### src/rtl/serial_nibble_add_ctrl.sv
// Serial nibble adder controller: feeds an external 4-bit adder
// one nibble per cycle and assembles a WIDTH-bit sum and carry-out.
module serial_nibble_add_ctrl #(
  parameter int WIDTH = 16
) (
  input  logic             clk_i,
  input  logic             rst_i,
  input  logic             start_i,
  input  logic [WIDTH-1:0] a_i,
  input  logic [WIDTH-1:0] b_i,
  input  logic             cin_i,
  output logic             busy_o,
  output logic             done_o,
  output logic [WIDTH-1:0] sum_o,
  output logic             cout_o,
  output logic [3:0]       add_a_o,
  output logic [3:0]       add_b_o,
  output logic             add_cin_o,
  input  logic [3:0]       add_s_i,
  input  logic             add_cout_i
);

  localparam int NIB = WIDTH / 4;
  localparam int KW  = (NIB > 1) ? $clog2(NIB) : 1;

  typedef enum logic [1:0] {
    IDLE,
    RUN,
    DONE
  } state_t;

  state_t                state_q;
  logic [KW-1:0]         k_q;
  logic                  carry_q;
  logic [NIB-1:0][3:0]   a_q;
  logic [NIB-1:0][3:0]   b_q;
  logic [NIB-1:0][3:0]   sum_q;
  logic                  cout_q;
  logic                  busy_q;
  logic                  done_q;
  logic                  last_nib;

  assign last_nib = (k_q == KW'(NIB - 1));

  // Control FSM with registered status and result outputs
  always_ff @(posedge clk_i) begin
    if (rst_i) begin
      state_q <= IDLE;
      k_q     <= '0;
      carry_q <= 1'b0;
      a_q     <= '0;
      b_q     <= '0;
      sum_q   <= '0;
      cout_q  <= 1'b0;
      busy_q  <= 1'b0;
      done_q  <= 1'b0;
    end else begin
      unique case (state_q)
        IDLE: begin
          done_q <= 1'b0;
          if (start_i) begin
            a_q     <= a_i;
            b_q     <= b_i;
            carry_q <= cin_i;
            k_q     <= '0;
            sum_q   <= '0;
            cout_q  <= 1'b0;
            busy_q  <= 1'b1;
            state_q <= RUN;
          end
        end
        RUN: begin
          sum_q[k_q] <= add_s_i;
          carry_q    <= add_cout_i;
          k_q        <= k_q + KW'(1);
          if (last_nib) begin
            cout_q  <= add_cout_i;
            done_q  <= 1'b1;
            state_q <= DONE;
          end
        end
        DONE: begin
          done_q  <= 1'b0;
          busy_q  <= 1'b0;
          state_q <= IDLE;
        end
        default: begin
          state_q <= IDLE;
        end
      endcase
    end
  end

  // Adder operands come straight from registers, zero outside RUN
  always_comb begin
    add_a_o   = 4'h0;
    add_b_o   = 4'h0;
    add_cin_o = 1'b0;
    if (state_q == RUN) begin
      add_a_o   = a_q[k_q];
      add_b_o   = b_q[k_q];
      add_cin_o = carry_q;
    end
  end

  assign busy_o = busy_q;
  assign done_o = done_q;
  assign sum_o  = sum_q;
  assign cout_o = cout_q;

endmodule

### config.mk
export PLATFORM = sky130hd
export DESIGN_NAME = serial_nibble_add_ctrl
export DESIGN_NICKNAME = d
export VERILOG_FILES = /design/src/rtl/serial_nibble_add_ctrl.sv
export SDC_FILE = /design/constraint.sdc
export NUM_CORES = 1
export LEC_CHECK = 0
export ABC_AREA = 1
export BUFFER_PORTS_ARGS = -buffer_cell sky130_fd_sc_hd__clkbuf_2
export CORE_MARGIN = 1
export CORE_UTILIZATION = 57
export CTS_BUF_LIST = sky130_fd_sc_hd__clkbuf_4
export CTS_CLUSTER_DIAMETER = 50
export DETAILED_ROUTE_END_ITERATION = 16
export GPL_TIMING_DRIVEN = 0
export PLACE_DENSITY_LB_ADDON = 0.2
export SYNTH_ARGS = -nofsm -noshare
export SYNTH_HDL_FRONTEND = slang
export SYNTH_SLANG_ARGS = --single-unit
export TNS_END_PERCENT = 1
### constraint.sdc
create_clock -name clk_i -period 2.76 [get_ports clk_i]
set_input_delay 0.276 -clock clk_i [delete_from_list [all_inputs] [get_ports clk_i]]
set_output_delay 0.276 -clock clk_i [all_outputs]
set_load 0.01 [all_outputs]
==> results of run 1 <==
## layout make-up
type	count	area, um2	share of cell area
clock buffer	7	52.6	0.0186
sequential	56	1120	0.398
timing repair buffer	67	335	0.119
clock inverter	1	3.75	0.00133
inverter	13	51.3	0.0182
tap	50	62.6	0.0222
multi-input combinational	238	1070	0.380
buffer	17	123	0.0435
## worst paths after layout
path              cells past startpoint    endpoint  startpoint
setup / recovery                      6  add_a_o[0]      k_q[1]
hold reg to reg                       2   sum_o[12]   sum_o[12]
hold / removal                        3      a_q[2]      a_i[2]
setup reg to reg                      7    sum_o[0]      k_q[1]
## layer usage
metal / global-route usage / vias up / routed length, um
li1: - / 1202 / -
met5: 0 / - / 0
met2: 0.449 / 74 / 2660
met4: 0.0824 / 0 / 80
met3: 0.0655 / 9 / 331
met1: 0.318 / 1048 / 2390
## flip-flops by register name, summed over array words and instances (netlist names)
| register | flops |
|---|---|
| sum_o | 16 |
| b_q | 16 |
| cout_o | 1 |
| done_o | 1 |
| k_q | 2 |
| a_q | 16 |
| busy_o | 1 |
| carry_q | 1 |
| state_q | 2 |
## kinds of logic (layout without fill, tap and decap cells)
group                      after synthesis  count (layout)  share of synthesized area
and+or+nand+nor                        157             157                      0.268
adders and majority gates                4               4                     0.0212
AOI/OAI and AO/OA                       77              77                      0.163
DFF                                     56              56                      0.474
buffers and inverters                   30             105                     0.0735
## worst reg2reg max path, cell delays in order (launching register included)
cell and delay [ns]:
dfxtp_1 0.38, buf_2 0.25, clkinv_1 0.36, ha_1 0.31, nand2_1 0.18, clkinv_1 0.17
nand2_1 0.08, a21oi_1 0.06
## cell usage in the layout, fill, tap and decap left out, drive strengths merged
cell	netlist	layout
buf	12	12
ha	4	4
nand3	22	22
a21oi	25	25
dfxtp	56	56
clkbuf	5	79
o21ai	51	51
nand2	29	29
a31oi	1	1
nor2	106	106
inv	10	10
clkinv	3	4
## stage by stage
step,power (W),hold slack [ns]
floorplan,0.00112,0.418
global placement,0.00121,0.456
detailed placement,0.00122,0.459
CTS,0.00157,0.130
global route,0.00165,0.124
finish,0.00156,0.138
## power groups by stage
stage,Clock [W],Combinational [W],Sequential (W)
CTS,0.000365,0.000307,0.000897
floorplan,0,0.000208,0.000911
global route,0.000396,0.000350,0.000904
detailed placement,0,0.000306,0.000915
finish,0.000359,0.000308,0.000896
global placement,0,0.000300,0.000912
==> summary.md, run 1 <==
| Metric | Value |
|---|---|
| Final GP Congestion | 0.785 |
| Comb pwr share | 0.197 |
| Crit-path slowest cell | dfxtp_1 |
| PwrDens | 554 nW/um2 |
| Achievable Freq | about 440 MHz |
| Yosys cell types | 18 |
| Util after Layout | 0.705 |
| Avg WL per Cell | 12.2 um |
| Initial antenna violation count | 0 |
| Final setup fails | 0 |
| Post-DR vias/cell | between 5 and 6 |
| Type of the worst setup path | flip-flop to output port |
| R2R Setup Slk | 0.85 ns |
| Buf/Inv on CP | 3 |
| Fin crit period | between 2 and 2.5 ns |
| Avg Cell Area, Syn | 7.30 um2 |
| Status | finished, final reports clean |
| Sequential-to-total area share from yosys stat | 0.474 |
| Drt total wl | approximately 5500 um |
| Sw frac | 0.293 |
| Die area | 4410 um2 |
| Crit-path max cell delay | ~0.38 ns |
| RSZ-0062 raised after global routing | false |
| Post-CTS Hold Fix Bufs | 0 |
| Port Buffer Count | 67 |
| PostCTS Resize Cnt | 0 |
| Setup Buffers After CTS | 0 |
| Cells after Synth | 324 |
| Worst path cell trace | buf_2, clkinv_1, nor2_1, o21ai_0, a21oi_1, clkbuf_2 |
| Crit start category | flip-flop |
| Yosys warning total | 0 |
| Final global-route overflow total | 0 |
| Via count | about 2300 |
| Fin area | between 2000 and 3000 um2 |
| CTS Buffer Depth | 2 |
| Synth async-reset ratio | 0 |
| Share of layout cells above drive strength 1 | 0.236 |
| Sequential Power Share | 0.573 |
| Width of the die | 66.4 um |
| Share of the synthesized area in the top cell type | 0.474 |
| # clock sinks | 56 |
| Largest cells by area after synthesis | dfxtp_1, nor2_1, o21ai_0, a21oi_1, nand3_1 |
| Slack of the critical path | 0.510 ns |
| Worst Skew | between 0.003 and 0.004 ns |
| Fin crit share | 0.815 |
| CTS clk-pin slew, worst paths | roughly 0.15 ns |
| Slew Limit Fails | 0 |
| Fin Setup TNS | 0 ns |
| Synthesis-to-finish area growth | 19.2% |
| CTS tree | built |
| Post-synthesis register bit count | 56 |
| Clock power frac | 0.230 |
| Area after DPL | 2760 um2 |
| CORE AREA | ~4000 um2 |
| Most instantiated cells after synthesis | nor2_1, dfxtp_1, o21ai_0 |
| Vias in the first global route | between 2000 and 2500 |
| Max VDD drop | 0.000294 V |
| Fill cells | 325 |
| Psw | 0.000458 W |
| # rows | 23 |
| Primary FF master, synth | dfxtp_1 |
| Ant. Diodes | 0 |
| Cells after DPL | about 440 |
| Post-Syn Area | 2370 um2 |
| CP Data Required Time | 2.48 ns |
| Max Cap Viol | 0 |
| DR iter-0 viols | 162 |
| First-pass GRT wire length | 8680 um |
| CTS H-tree lvls | 2 |
| Leak | 1.27 nW |
| Most common cell in the netlist | nor2_1 |
| Clk root buf | clkbuf_4 |
| Pre-CTS setup slack | 0.894 ns |
| Max FO, Critical Path | 10 |
| Total global-route track usage | 0.262 |
| Clk Latency, worst-skew pair | between 0.3 and 0.4 ns |
| Starting Density | 0.591 |
| First-pass detailed-route iteration total | 4 |
| Count of antenna-violating nets left after detailed routing | 0 |
| Post-synth EDFFs | 0 |
| Max_slew headroom | 0.693 |
| Syn_nets | ~370 |
| CP Data Arrival Time | 1.97 ns |
| Final cell count without fillers | 449 |
| Chip height | 66.4 um |
| Clock buffer count from CTS | 5 |
| Worst Hold Class | input port to flip-flop |
| Number of hold violations in the final report | 0 |
| Nets | 443 |
| Synth area leader | dfxtp_1 |
| Largest net degree at the start of global routing | 16 |
| CP top delay family | buffers and inverters |
| Remaining DRCs | 0 |
| Hpwl dp | between 3000 and 4000 um |
| Internal | 0.00111 W |
| Boundary Pins | between 60 and 70 |
| CP Capture Type | output port |
| Slew @ Worst Pin | approximately 0.46 ns |
(Power assumes the default switching activity.)
==> run 2: changes to the inputs <==
CORE_UTILIZATION = 53   (was 57)
clock period = 2.3 ns   (was 2.76 ns; I/O delays follow)
==> summary.md, run 2 (synthesis gave the netlist of run 1 again) <==
| Metric | Value |
|---|---|
| Most frequent cells in the layout | nor2_1, clkbuf_2, dfxtp_1, o21ai_0, nand2_1 |
| CTS Buffer Depth | 2 |
| Register area | 1120 um2 |
| CTS tree | built |
| CP Data Arrival Time | 1.91 ns |
| Synthesis-to-finish area growth | 19.9% |
| Final global-route overflow total | 0 |
| Ant. Diodes | 0 |
| Clk Latency, worst-skew pair | 0.37 ns |
| Multi-input logic area | approximately 1100 um2 |
| Fin Setup TNS | 0 ns |
| Slack of the critical path | around 0.16 ns |
| PwrDens | around 650 nW/um2 |
| CORE AREA | 4140 um2 |
| First-pass GRT wire length | 8740 um |
| Most Used Layer, Global Route | met2 |
| Vias in the first global route | 2061 |
| Clk root buf | clkbuf_4 |
| Slew @ Worst Pin | 0.465 ns |
| Slew Limit Fails | 0 |
| Total global-route track usage | 0.250 |
| Fin crit share | 0.931 |
| Largest net degree at the start of global routing | 17 |
| Commonest non-fill, non-tap cell in the layout | nor2_1 |
| Pre-CTS setup slack | 0.446 ns |
| Boundary Pins | between 60 and 70 |
| DR iter-0 viols | 111 |
| Die area | 4740 um2 |
| Avg WL per Cell | around 13 um |
| Count of antenna-violating nets left after detailed routing | 0 |
| Via count | between 2000 and 2500 |
| Nets | 444 |
| Width of the die | slightly below 70 um |
| Remaining DRCs | 0 |
| RSZ-0062 raised after global routing | false |
| Worst Skew | 0.00841 ns |
| Met2 Use GR | 0.463 |
| Clock buffer count from CTS | 5 |
| Post-DR vias/cell | ~5.2 |
| Port Buffer Count | 67 |
| Fin crit period | 2.14 ns |
| Status | finished, final reports clean |
| CP Capture Type | output port |
| Final GP Congestion | 0.797 |
| Final setup fails | 0 |
| Achievable Freq | 467 MHz |
| Met3 usage | 0.0477 |
| Type of the worst setup path | flip-flop to output port |
| Met1 usage | 0.288 |
| Chip height | 68.8 um |
| # rows | 23 |
| Number of hold violations in the final report | 0 |
| # clock sinks | 56 |
| CTS H-tree lvls | 2 |
| Max Cap Viol | 0 |
| Max_slew headroom | 0.690 |
| Hpwl dp | between 4000 and 5000 um |
| CTS clk-pin slew, worst paths | 0.16 ns |
| Share of layout cells above drive strength 1 | 0.245 |
| CP Data Required Time | 2.07 ns |
| Fill cells | about 390 |
| Drt total wl | about 5700 um |
| Leak | roughly 1.3 nW |
| Max VDD drop | between 0.0004 and 0.0005 V |
| Initial antenna violation count | 0 |
| Max FO, Critical Path | 10 |
| Worst Hold Class | input port to flip-flop |
| Starting Density | 0.571 |
| Crit start category | flip-flop |
| First-pass detailed-route iteration total | 4 |
==> run 2: cell types whose count changed in the layout (fill, tap and decap cells not counted) <==
cell        before  now
dfxtp_1         56   55
inv_1            7    6
buf_4            0    1
dfxtp_2          0    1
clkinvlp_4       0    2
clkinv_1         4    3
clkinv_2         0    2
buf_2            5    3
==> run 2: path summary, 6_finish.rpt <==
check,slack [ns],from,cells after the start,endpoint
min,0.09,a_i[13],3,a_q[13]
min reg2reg,0.48,cout_o,2,cout_o
max reg2reg,0.42,k_q[1],8,sum_o[2]
max,0.16,k_q[1],6,add_a_o[0]
==> run 2: worst max-delay path: stages, from the launching register on <==
cell        delay [ns]
dfxtp_1           0.40
buf_2             0.28
clkinvlp_4        0.26
nor2_1            0.15
o21ai_0           0.09
a21oi_1           0.20
clkbuf_2          0.17
==> run 2: cell type report <==
cell class,count,share of cell area
Buffer,17,0.0450
Timing Repair Buffer,68,0.121
Multi-Input combinational cell,238,0.378
Clock buffer,5,0.0132
Clock inverter,3,0.00485
Sequential cell,56,0.396
Inverter,13,0.0207
Tap cell,50,0.0221
==> run 2: timing repair <==
action                     in CTS  in global routing
gates resized for setup         0                  5
buffers inserted                0                  1
hold endpoints to repair        0                  0
hold buffers                    0                  0
setup endpoints to repair       0                  8
==> run 2: power breakdown <==
group,internal [W],switching (W)
clock network,0.000113,0.000294
registers,0.00104,0.0000383
logic,0.000148,0.000224
total,0.00130,0.000556
==> run 2: stage by stage <==
stage          power [W]  hold WS [ns]  area (um2)   util  cells
2_1_floorplan    0.00134         0.372        2370      -    324
5_1_grt          0.00196        0.0947        2840  0.684    450
3_5_place_dp     0.00147         0.462        2760  0.667    441
3_3_place_gp     0.00146         0.452        2760  0.667    441
6_report         0.00186        0.0932        2840  0.684    450
4_1_cts          0.00186        0.0985        2820  0.679    449
==> run 2: layer usage <==
metal / share of wire / vias up
met5: 0 / -
met4: 0.0034 / 0
met3: 0.056 / 4
met2: 0.51 / 70
met1: 0.43 / 1064
li1: - / 1206
==> run 3: changes to the inputs <==
CORE_UTILIZATION = 48   (was 53)
==> summary.md, run 3 (synthesis gave the netlist of run 1 again) <==
| Metric | Value |
|---|---|
| Status | finished, final reports clean |
| Die area | 5210 um2 |
| Starting Density | 0.501 |
| Count of antenna-violating nets left after detailed routing | 0 |
| # clock sinks | 56 |
| Max FO, Critical Path | 11 |
| Initial antenna violation count | 0 |
| CP Data Arrival Time | 1.90 ns |
| Via count | 2326 |
| Hpwl dp | 4080 um |
| Max Cap Viol | 0 |
| Share of layout cells above drive strength 1 | 0.243 |
| Synthesis-to-finish area growth | 21.7% |
| CTS tree | built |
| Worst Hold Class | input port to flip-flop |
| Width of the die | 72.2 um |
| Type of the worst setup path | flip-flop to output port |
| Fin crit share | 0.927 |
| Number of hold violations in the final report | 0 |
| Largest net degree at the start of global routing | 17 |
| Final GP Congestion | roughly 0.8 |
| Final setup fails | 0 |
| Leak | about 1.3 nW |
| Max_slew headroom | 0.691 |
| Post-DR vias/cell | 4.98 |
| Commonest non-fill, non-tap cell in the layout | nor2_1 |
| CTS Buffer Depth | 2 |
| Util after Layout | 0.610 |
| Achievable Freq | 469 MHz |
| Nets | 444 |
| Ant. Diodes | 0 |
| First-pass detailed-route iteration total | 5 |
| DR iter-0 viols | 130 |
| CTS clk-pin slew, worst paths | about 0.16 ns |
| Slew @ Worst Pin | 0.463 ns |
| Most frequent cells in the layout | nor2_1, clkbuf_2, dfxtp_1, o21ai_0, nand2_1 |
| # rows | 25 |
| Fin crit period | 2.13 ns |
| RSZ-0062 raised after global routing | false |
| Avg WL per Cell | 12.1 um |
| PwrDens | between 600 and 700 nW/um2 |
| Port Buffer Count | 67 |
| Clock buffer count from CTS | 5 |
| CORE AREA | 4720 um2 |
| Final global-route overflow total | 0 |
| Slew Limit Fails | 0 |
| CP Capture Type | output port |
| Worst Skew | 0.00535 ns |
| Chip height | 72.2 um |
| Clk root buf | clkbuf_4 |
| Drt total wl | 5640 um |
| Fin Setup TNS | 0 ns |
| CTS H-tree lvls | 2 |
| Clk Latency, worst-skew pair | 0.39 ns |
| First-pass GRT wire length | 9340 um |
| Total global-route track usage | 0.231 |
| Boundary Pins | 69 |
| Remaining DRCs | 0 |
| Max VDD drop | 0.000394 V |
| CP Data Required Time | between 2 and 2.5 ns |
| Post-CTS Hold Fix Bufs | 0 |
| Crit start category | flip-flop |
| Vias in the first global route | 2103 |
## run 3: cell count changes in the layout (fill, tap and decap cells not counted)
cell and change:
dfxtp_1 +1, buf_2 +1, bufinv_16 +1, inv_1 +1, clkinv_2 -1, clkinv_1 -1
clkinvlp_4 -1, dfxtp_2 -1
## run 3: per-stage QoR
step	area, um2	cells	hold WS, ns	power [W]	setup slack, ns
2_1_floorplan	2370	324	0.372	0.00134	0.855
3_3_place_gp	2790	458	0.453	0.00146	0.502
3_5_place_dp	2790	458	0.452	0.00147	0.407
4_1_cts	2870	466	0.0727	0.00201	0.0357
5_1_grt	2880	467	0.0796	0.00210	0.0183
6_report	2880	467	0.0781	0.00199	0.169
## run 3: final timing paths
check,from,to,slack [ns],depth (start not counted)
setup / recovery,k_q[0],add_a_o[0],0.17,6
hold / removal,b_i[3],b_q[3],0.08,3
hold reg to reg,cout_o,cout_o,0.47,2
setup reg to reg,k_q[1],sum_o[3],0.45,8
## run 3: critical path, cell delays in order, from the launching register on
cell and delay, ns:
dfxtp_1 0.36, buf_2 0.19, inv_1 0.21, buf_2 0.27
o21ai_0 0.14, a21oi_1 0.18, clkbuf_2 0.16
## run 3: final cells by class
class	count	area, um2
timing repair buffer	68	343
clock buffer	6	45.0
clock inverter	2	35.0
sequential	56	1120
tap	67	83.8
multi-input combinational	238	1070
buffer	17	125
fill	456	1840
inverter	13	55.1
## run 3: where the power goes
| group | internal [W] | switching, W | total [W] |
|---|---|---|---|
| Combinational | 0.000146 | 0.000223 | 0.000369 |
| Sequential | 0.00104 | 0.0000374 | 0.00108 |
| Clock | 0.000240 | 0.000308 | 0.000548 |
| Total | 0.00143 | 0.000569 | 0.00199 |
## run 3: routing by layer
metal | part of all wire | vias up | track usage
li1 | - | 1203 | -
met3 | 0.062 | 9 | 0.0542
met2 | 0.47 | 69 | 0.387
met1 | 0.46 | 1045 | 0.297
met5 | 0 | - | 0
met4 | 0.010 | 0 | 0.0654
## run 3: what timing repair did
item                       4_1_cts  5_1_grt
resized for setup                0        2
setup endpoints to repair        0        8
setup buffers                    0        1
